===== config.mk =====
export PLATFORM = sky130hd
export DESIGN_NAME = keccak_pi_engine
export DESIGN_NICKNAME = d
export VERILOG_FILES = /design/src/rtl/pi_pkg.sv /design/src/rtl/pi_src_map.sv /design/src/rtl/keccak_pi_engine.sv
export SDC_FILE = /design/constraint.sdc
export NUM_CORES = 1
export LEC_CHECK = 0
export CAP_MARGIN = 20
export CORE_ASPECT_RATIO = 0.7
export CORE_UTILIZATION = 50
export DETAILED_ROUTE_END_ITERATION = 6
export PLACE_DENSITY = 0.82
export SETUP_SLACK_MARGIN = 0.5
export SLEW_MARGIN = 25
export SYNTH_ARGS = -nofsm -noshare
export SYNTH_HDL_FRONTEND = slang
export SYNTH_HIERARCHICAL = 1
export SYNTH_SLANG_ARGS = --single-unit

===== constraint.sdc =====
create_clock -name clk -period 13.7 [get_ports clk]
set_input_delay 2.74 -clock clk [delete_from_list [all_inputs] [get_ports clk]]
set_output_delay 2.74 -clock clk [all_outputs]
set_load 0.02 [all_outputs]

===== src/rtl/pi_pkg.sv =====
// Shared types and coordinate helpers for the Keccak pi-step engine.
// Latency: none (package only).
// Backpressure: none (package only).
package pi_pkg;

   localparam int NLANE  = 25;
   localparam int P0_IDX = 1;

   typedef enum logic [2:0] {
      ST_IDLE,
      ST_SAVE,
      ST_MOVE,
      ST_RESTORE,
      ST_FIN
   } pi_state_e;

   typedef struct packed {
      logic [2:0] x;
      logic [2:0] y;
   } xy_t;

   // Sum of two coordinates already in 0..4, reduced mod 5.
   function automatic logic [2:0] add5(input logic [2:0] a, input logic [2:0] b);
      logic [3:0] s;
      s = {1'b0, a} + {1'b0, b};
      return (s >= 4'd5) ? 3'(s - 4'd5) : s[2:0];
   endfunction

   function automatic logic [4:0] xy_to_idx(input logic [2:0] x, input logic [2:0] y);
      return 5'(y) * 5'd5 + 5'(x);
   endfunction

   function automatic xy_t idx_to_xy(input logic [4:0] idx);
      xy_t r;
      r.x = 3'(idx % 5'd5);
      r.y = 3'(idx / 5'd5);
      return r;
   endfunction

   // Anchor lane of every pass; (0,0) is a fixed point so (1,0) starts the 24-cycle.
   localparam xy_t P0_XY = idx_to_xy(5'(P0_IDX));

endpackage


===== src/rtl/pi_src_map.sv =====
// Pi geometry: which lane feeds position (cur_x, cur_y) in forward or inverse mode.
// Latency: purely combinational.
// Backpressure: none.
module pi_src_map
   import pi_pkg::*;
(
   input  logic [2:0] cur_x,
   input  logic [2:0] cur_y,
   input  logic       inv,
   output logic [2:0] src_x,
   output logic [2:0] src_y,
   output logic [4:0] src_idx,
   output logic       src_is_p0
);

   logic [2:0] two_x;
   logic [2:0] three_y;

   // Forward source is (x+3y, x); inverse source is (y, 2x+3y), all mod 5.
   always_comb begin
      two_x   = add5(cur_x, cur_x);
      three_y = add5(add5(cur_y, cur_y), cur_y);
      if (inv) begin
         src_x = cur_y;
         src_y = add5(two_x, three_y);
      end else begin
         src_x = add5(cur_x, three_y);
         src_y = cur_x;
      end
      src_idx   = xy_to_idx(src_x, src_y);
      src_is_p0 = (src_x == P0_XY.x) && (src_y == P0_XY.y);
   end

endmodule


===== src/rtl/keccak_pi_engine.sv =====
// In-place Keccak pi on 25 W-bit lanes by cycle-following through one temp lane.
// Latency: load 1 cycle; run 25 cycles per pass, done pulses the cycle after the last pass.
// Backpressure: load/start are accepted only in IDLE and silently dropped otherwise.
module keccak_pi_engine
   import pi_pkg::*;
#(
   parameter int W = 1
)
(
   input  logic            clk,
   input  logic            rst,
   input  logic            load,
   input  logic [25*W-1:0] line_in,
   input  logic            start,
   input  logic            inv,
   input  logic [4:0]      reps,
   output logic            busy,
   output logic            done,
   output logic [25*W-1:0] state_out
);

   logic [W-1:0] lane_q [NLANE];
   logic [W-1:0] tmp_q;
   xy_t          cur_q;
   logic [4:0]   pass_q;
   logic         inv_q;
   pi_state_e    st_q;
   logic         busy_q;
   logic         done_q;

   logic [4:0]   cur_idx;
   xy_t          cur_d;
   logic [4:0]   src_idx;
   logic         cur_src_is_p0;
   logic [2:0]   nxt_src_x;
   logic [2:0]   nxt_src_y;
   logic [4:0]   nxt_src_idx;
   logic         last_move;
   logic         unused_map;

   assign cur_idx = xy_to_idx(cur_q.x, cur_q.y);

   // Source of the lane currently being overwritten; it becomes the next cur.
   pi_src_map u_map_cur (
      .cur_x     (cur_q.x),
      .cur_y     (cur_q.y),
      .inv       (inv_q),
      .src_x     (cur_d.x),
      .src_y     (cur_d.y),
      .src_idx   (src_idx),
      .src_is_p0 (cur_src_is_p0)
   );

   // Look one step ahead: once the next cur is fed by the anchor, this MOVE is the last.
   pi_src_map u_map_nxt (
      .cur_x     (cur_d.x),
      .cur_y     (cur_d.y),
      .inv       (inv_q),
      .src_x     (nxt_src_x),
      .src_y     (nxt_src_y),
      .src_idx   (nxt_src_idx),
      .src_is_p0 (last_move)
   );

   assign unused_map = ^{cur_src_is_p0, nxt_src_x, nxt_src_y, nxt_src_idx};

   // Control FSM plus lane datapath; busy/done are registered alongside the state.
   always_ff @(posedge clk or negedge rst) begin
      if (!rst) begin
         for (int i = 0; i < NLANE; i++) lane_q[i] <= '0;
         tmp_q  <= '0;
         cur_q  <= P0_XY;
         pass_q <= '0;
         inv_q  <= 1'b0;
         st_q   <= ST_IDLE;
         busy_q <= 1'b0;
         done_q <= 1'b0;
      end else begin
         case (st_q)
            ST_IDLE: begin
               if (load) begin
                  for (int i = 0; i < NLANE; i++) lane_q[i] <= line_in[i*W +: W];
               end else if (start) begin
                  inv_q  <= inv;
                  pass_q <= reps;
                  if (reps != 5'd0) begin
                     st_q   <= ST_SAVE;
                     busy_q <= 1'b1;
                  end else begin
                     st_q   <= ST_FIN;
                     done_q <= 1'b1;
                  end
               end
            end
            ST_SAVE: begin
               tmp_q <= lane_q[P0_IDX];
               cur_q <= P0_XY;
               st_q  <= ST_MOVE;
            end
            ST_MOVE: begin
               lane_q[cur_idx] <= lane_q[src_idx];
               cur_q           <= cur_d;
               if (last_move) st_q <= ST_RESTORE;
            end
            ST_RESTORE: begin
               lane_q[cur_idx] <= tmp_q;
               pass_q          <= pass_q - 5'd1;
               if (pass_q == 5'd1) begin
                  st_q   <= ST_FIN;
                  busy_q <= 1'b0;
                  done_q <= 1'b1;
               end else begin
                  st_q <= ST_SAVE;
               end
            end
            ST_FIN: begin
               done_q <= 1'b0;
               st_q   <= ST_IDLE;
            end
            default: begin
               st_q   <= ST_IDLE;
               busy_q <= 1'b0;
               done_q <= 1'b0;
            end
         endcase
      end
   end

   // Flatten the lane array with lane idx at bits [idx*W +: W].
   always_comb begin
      state_out = '0;
      for (int i = 0; i < NLANE; i++) state_out[i*W +: W] = lane_q[i];
   end

   assign busy = busy_q;
   assign done = done_q;

endmodule


# Word-level counts from Yosys, hierarchy flattened
# Index checks and enable logic that the tools add are counted.
# word_totals
register_bits	43
# classes
mux	43
n_bitwise	5
reduce_logical	16
multipliers	2
add_sub_neg	23
n_eq_ne	13
n_lt_le_gt_ge	13
# ops
op	count
case mux 25 bit (3 select lines)	1
2-to-1 mux 3 bit	19
bitwise mux 25 bit	2
adder 3 x 3 -> 4 bit	10
>= comparator 4 x 3 -> 1 bit, second input constant	10
subtractor 3 bit, second input constant	10
2-to-1 mux 25 bit	1
!= test 2 bit, second input constant	7
>= comparator 6 bit, second input constant	2
inverter 5 -> 6 bit	2
case mux 3 bit (4 select lines)	1
case mux 6 bit (2 select lines)	1
2-to-1 mux 1 bit	11
adder 5 x 3 -> 5 bit	2
multiplier 3 x 3 -> 5 bit, second input constant	2
2-to-1 mux 5 bit	2
case mux 5 bit (2 select lines)	1
AND reduction 5 bit	2
AND reduction 3 bit	3
equality test 3 x 1 -> 1 bit, second input constant	2
equality test 3 x 2 -> 1 bit, second input constant	2
zero test 3 bit	2
less-than comparator 6 x 1 -> 1 bit, second input constant	1
case mux 1 bit (3 select lines)	2
other kinds (13)	17

# Depth between registers and ports, before layout
# depth
word_depth	24
depth_mapped	39
mapped_depth_nobuf	39

# Cells and area by module
# The synthesis kept the hierarchy.
# modules_own_cells
module	area_each_um2	cells_each	seq_area_each_um2	n_inst
keccak_pi_engine	3311.9	401	1077.3	1
pi_src_map at u_map_nxt	887.1	102	0.0	1
pi_src_map at u_map_cur	872.1	103	0.0	1

# Least setup slack after synthesis
# OpenSTA, ideal clock, no wires.
# synth_timing
path_type	register to register
from	register cur_q[1] (netlist bit)
to	register st_q[2]
t_required_ns	13.574
path_stages_with_launch	39
arrival_ns	8.243
slack_ns	5.331
path_cell_list	dfrtp_1 a21o_1 ha_1 ha_1 xor2_1 inv_1 ha_1 nor2b_1 o21ai_1 o21ai_0 fa_1 inv_1 ha_1 nand2b_1 a221oi_2 mux2_2 o21ai_1 a21o_1 [... 3 more ...] inv_1 ha_1 nor2b_1 o21ai_1 xnor2_1 ha_1 inv_1 fa_1 ha_1 or2b_1 a221oi_2 mux2_4 o21ai_4 nor4b_4 nand2_1 o21ai_0 o21ai_0 nor2_1
# synth_rtl
element	line	text
start: declaration	keccak_pi_engine.sv:24	xy_t cur_q;
start signal: assignment	keccak_pi_engine.sv:102	cur_q <= cur_d;
end signal: assignment	keccak_pi_engine.sv:75	st_q <= ST_IDLE;
end signal: assignment	keccak_pi_engine.sv:87	st_q <= ST_SAVE;
end signal: assignment	keccak_pi_engine.sv:90	st_q <= ST_FIN;
end: declaration	keccak_pi_engine.sv:27	pi_state_e st_q;

==> metrics.cfg <==
[cts]
cts_tree=done
root_buffer=clkbuf_16
h-tree-depth=2
clock_sinks=43
path_clk_slew_ns=0.06
clk_path_buf_depth=2
cts_hold_buf=0
cts_resized=0
cts_setup_buffers=0
cts_buffers=5
clock_latency_ns=0.29

[place]
portBuffers=61
dp_hpwl_um=10500
finalWeightedCongestion=0.929

[critical_path]
timing.critical_path.mode_cell=ha_1
end_kind=flop
worstSetupPathType=flop to flop
ff2ff_path_depth=38
cp_max_fo=8
arrival_ns=9.41
r2r-start=cur_q[1]
crit_required_ns=13.86
slowest_stage=fa_1
r2r-end=st_q[0]
critPathMaxStageDelay_ns=0.64
r2r_setup_slack_ns=4.45
crit_buf_inv=4
cp-start-kind=flop
cpLargestDelayFamily=adder cells

[synthesis]
syn_area_um2=4840
synth.avg_cell_area_um2=8.35
syn_inst=579
syn_nets=667
yosysWarnings=6

[floorplan]
dieWidth_um=120
die_h_um=84.3
initial_utilization_pct=52.5
core_area_um2=9220
dieArea_um2=10100
pin_count=62
rows=29

[route]
dr.first_iter.drc_count=516
drt-wirelength-per-cell_um=19.2
vias_per_cell=6.57
drc=0
dr.pass1.iters=5
drtAntennaViolNets=0
routed_wl_um=14200
vias=4877

[timing]
rsz0062_at_grt=false
setup_viol=0
fin_crit_sh_pct=67.5
fmax_mhz=108
hold_viol=0
period_needed_ns=9.25
worst_pin_slew_ns=1.11
clock_skew_ns=0.00638
drv_slew=0
max_slew_margin_pct=25.5
tns_ns=0

[hold_path]
min-delay-start=busy
hold_depth=1
holdPathEnd=busy
hold_class=flop to flop

[finish]
num-nets-final=705
drive_gt1_share_pct=8.09
area_growth_pct=15.8
antennaDiodeCount=0

[grt]
grtUsageMet3_pct=6.05
grt_antenna_before_repair=0
grt_pass1_vias=4568
grt_start_max_net_pins=44
gr-usage-met1_pct=40.0
grt_pass1_wl_um=22900
grt_usage_pct=28.5
grt_busiest_layer=met2
use_met2_pct=45.0
grt_overflow=0

[job]
drv_cap=0

[run_status]
outcome=finished, final reports clean

==> routing by layer <==
layer	vias to the layer above	wire, um
li1	2222	-
met1	2328	6250
met2	276	6190
met3	51	1490
met4	0	286
met5	-	0
==> layout by cell type, fill, tap and decap left out, types with 4 or more instances in the layout <==
master / n
ha_1: 47
a221oi_1: 4
and3_1: 5
clkbuf_16: 5
fa_1: 6
nor2b_1: 10
nand2_1: 54
o31ai_1: 10
a22o_1: 6
a21oi_1: 43
a221oi_2: 5
clkdlybuf4s50_1: 60
o211ai_1: 9
xor2_1: 7
o21ai_1: 4
nor3_1: 16
or3_1: 9
nor2_1: 34
inv_1: 30
buf_4: 6
nand2b_1: 12
xnor2_1: 15
o21ai_0: 30
nand3_1: 15
mux2_2: 8
a21o_1: 12
dfrtp_1: 42
nor4_1: 4
o21a_1: 5
mux2i_1: 7
a31oi_1: 10
o22a_1: 4
a211oi_1: 9
nor4b_1: 4
==> registers in the layout, summed over array words and instances (netlist names) <==
signal,cells
busy,1
cur_q,6
done,1
inv_q,1
pass_q,5
st_q,3
state_out,25
tmp_q,1
==> per-stage QoR <==
stage	std cells	hold WS (ns)	area (um2)	setup WS [ns]	utilization (%)
2_1_floorplan	579	0.539	4840	5.39	-
6_report	742	0.509	5600	4.45	60.8
3_3_place_gp	734	0.491	5460	5.06	59.2
4_1_cts	742	0.508	5600	4.53	60.7
3_5_place_dp	734	0.483	5460	4.60	59.2
5_1_grt	742	0.526	5600	3.86	60.8
==> worst register-to-register path: cells and delay by family (launching register included) <==
kind	cells	cell delay, ns
flip-flops	1	0.49
XOR/XNOR	3	0.49
adder cells (fa/ha/maj)	11	3.44
buffers and inverters	4	0.33
AO/OA/AOI/OAI	12	2.84
AND/OR/NAND/NOR	6	0.81
multiplexers	2	0.75
==> worst max-delay path by stage <==
stage / to / cells past startpoint / startpoint
finish: st_q[0] / 38 / cur_q[1]
global route: st_q[2] / 38 / cur_q[1]
CTS: st_q[0] / 38 / cur_q[1]
detailed placement: st_q[0] / 38 / cur_q[1]
global placement: st_q[0] / 38 / cur_q[1]
floorplan: st_q[2] / 38 / cur_q[1]
==> cell type report <==
| type | instances | area, um2 |
|---|---|---|
| clock buffer | 7 | 133 |
| inverter | 32 | 120 |
| sequential | 43 | 1080 |
| multi-input combinational | 469 | 3470 |
| fill | 815 | 3610 |
| tap | 124 | 155 |
| timing repair buffer | 66 | 646 |
| clock inverter | 1 | 5.00 |
Power is left out: the tool's default activity adds up to more than one toggle a clock period on the data nets, which glitch-free logic cannot reach.
==> RTL edit: new RTL, config.mk and constraints unchanged <==
Encoding of `pi_state_e`: now one-hot (5 bits for 5 states).
--- a/src/rtl/pi_pkg.sv
+++ b/src/rtl/pi_pkg.sv
@@ -6,12 +6,12 @@
    localparam int NLANE  = 25;
    localparam int P0_IDX = 1;
 
-   typedef enum logic [2:0] {
-      ST_IDLE,
-      ST_SAVE,
-      ST_MOVE,
-      ST_RESTORE,
-      ST_FIN
+   typedef enum logic [4:0] {
+      ST_IDLE    = 5'b00001,
+      ST_SAVE    = 5'b00010,
+      ST_MOVE    = 5'b00100,
+      ST_RESTORE = 5'b01000,
+      ST_FIN     = 5'b10000
    } pi_state_e;
 
    typedef struct packed {
Function: no difference found for any inputs over 10 cycles, from zero or initial values and one cycle with rst low; not proved beyond that.
==> RTL edit against the original RTL <==
  * Worst setup slack lost 0.58 ns
  * Highest routed layer unchanged
  * Wire length grew 5.1%
  * Critical endpoint is now st_q[1]$_DFFE_PN0P_
  * Design area grew 4.3%
  * Synthesized area grew 4.6%
  * Sequential cell count grew 2
  * First-iteration DRC count grew 31%
  * Synthesized cell count grew 3.1%
  * Final cell count grew 2.6%
Power is not shown: default switching activity piles up to over one toggle a cycle in this logic, so the estimate is an artifact.
==> RTL edit: results (changes against the original RTL) <==
crit path max fanout 8 (unchanged); detailed-placement wirelength estimate 10.8 mm (was 10.5 mm); Worst EP arrival 10.06 ns (was 9.41 ns); Total Wirelength 14.9 mm (was 14.2 mm); cts bufs inserted 5 (unchanged); DRT iter0 DRCs 675 (was 516); Final Skew 0.00733 ns (was 0.00638 ns); total track usage 29.1% (was 28.5%); Post-Syn Nets 685 (was 667); fraction of layout cells with a size suffix above 1 7.74% (was 8.09%); Vias/cell 6.66 (was 6.57); post-synthesis instance total 597 (was 579); wire per inst 19.6 um (was 19.2 um); final layout net count 720 (was 705); first-pass GRT wire length 24.2 mm (was 22.9 mm); Port Buffers 61 (unchanged); number of global-route vias before repair 4932 (was 4568); H-tree depth 2 (unchanged); Slowest-stage cell, CP a2111oi_0 (was fa_1); CTS max path bufs 2 (unchanged); Antenna Cells 0 (unchanged); Inst Count DP 753 (was 734); status finished, final reports clean (unchanged); min-delay worst type reg2reg (unchanged); largest net degree at the start of global routing 46 (was 44); Rel. slew slack 33.2% (was 25.5%); RePlAce Congestion 0.895 (was 0.929)
[RTL edit: changes by cell type in the layout (fill, tap and decap cells not counted), moves of 5 or more]
cell | before | now
mux4_1 | 0 | 5
or3_1 | 9 | 1
o21a_1 | 5 | 10
a211oi_1 | 9 | 1
a31oi_1 | 10 | 27
a21oi_1 | 43 | 50
nand4_1 | 0 | 5
o31ai_1 | 10 | 23
[RTL edit: worst paths after layout]
path                                 startpoint                   endpoint  slack (ns)  cells past startpoint
max                        cur_q[1]$_DFFE_PN0P_        st_q[1]$_DFFE_PN0P_        3.87                     37
min                        cur_q[3]$_DFFE_PN1P_       cur_q[3]$_DFFE_PN1P_        0.54                      2
max reg2reg                cur_q[1]$_DFFE_PN0P_        st_q[1]$_DFFE_PN0P_        3.87                     37
min reg2reg                cur_q[3]$_DFFE_PN1P_       cur_q[3]$_DFFE_PN1P_        0.54                      2
max in group asynchronous                   rst  state_out[20]$_DFFE_PN0P_       10.83                      1
min in group asynchronous                   rst  state_out[19]$_DFFE_PN0P_        2.45                      1
[RTL edit: per-stage QoR]
step                util [%]  setup WS [ns]  area (sq um)
floorplan                  -           5.03          5060
global placement        58.0           4.66          5660
detailed placement      58.1           4.05          5670
CTS                     59.9           3.95          5840
global route            59.9           3.28          5840
finish                  59.9           3.87          5840
[RTL edit: layout make-up]
class	count	area, sq um
Sequential cell	45	1130
Inverter	31	116
Tap cell	128	160
Timing Repair Buffer	66	646
Fill cell	862	3920
Clock inverter	2	37.5
Multi-Input combinational cell	483	3620
Clock buffer	6	139
[RTL edit: layer usage]
metal  vias up  wire length, um  GRT usage (%)
met2       281             6600           46.4
met3        49             1530           7.91
li1       2305                -              -
met1      2433             6450           38.4
met4         0              366           9.09
met5         -                0              0
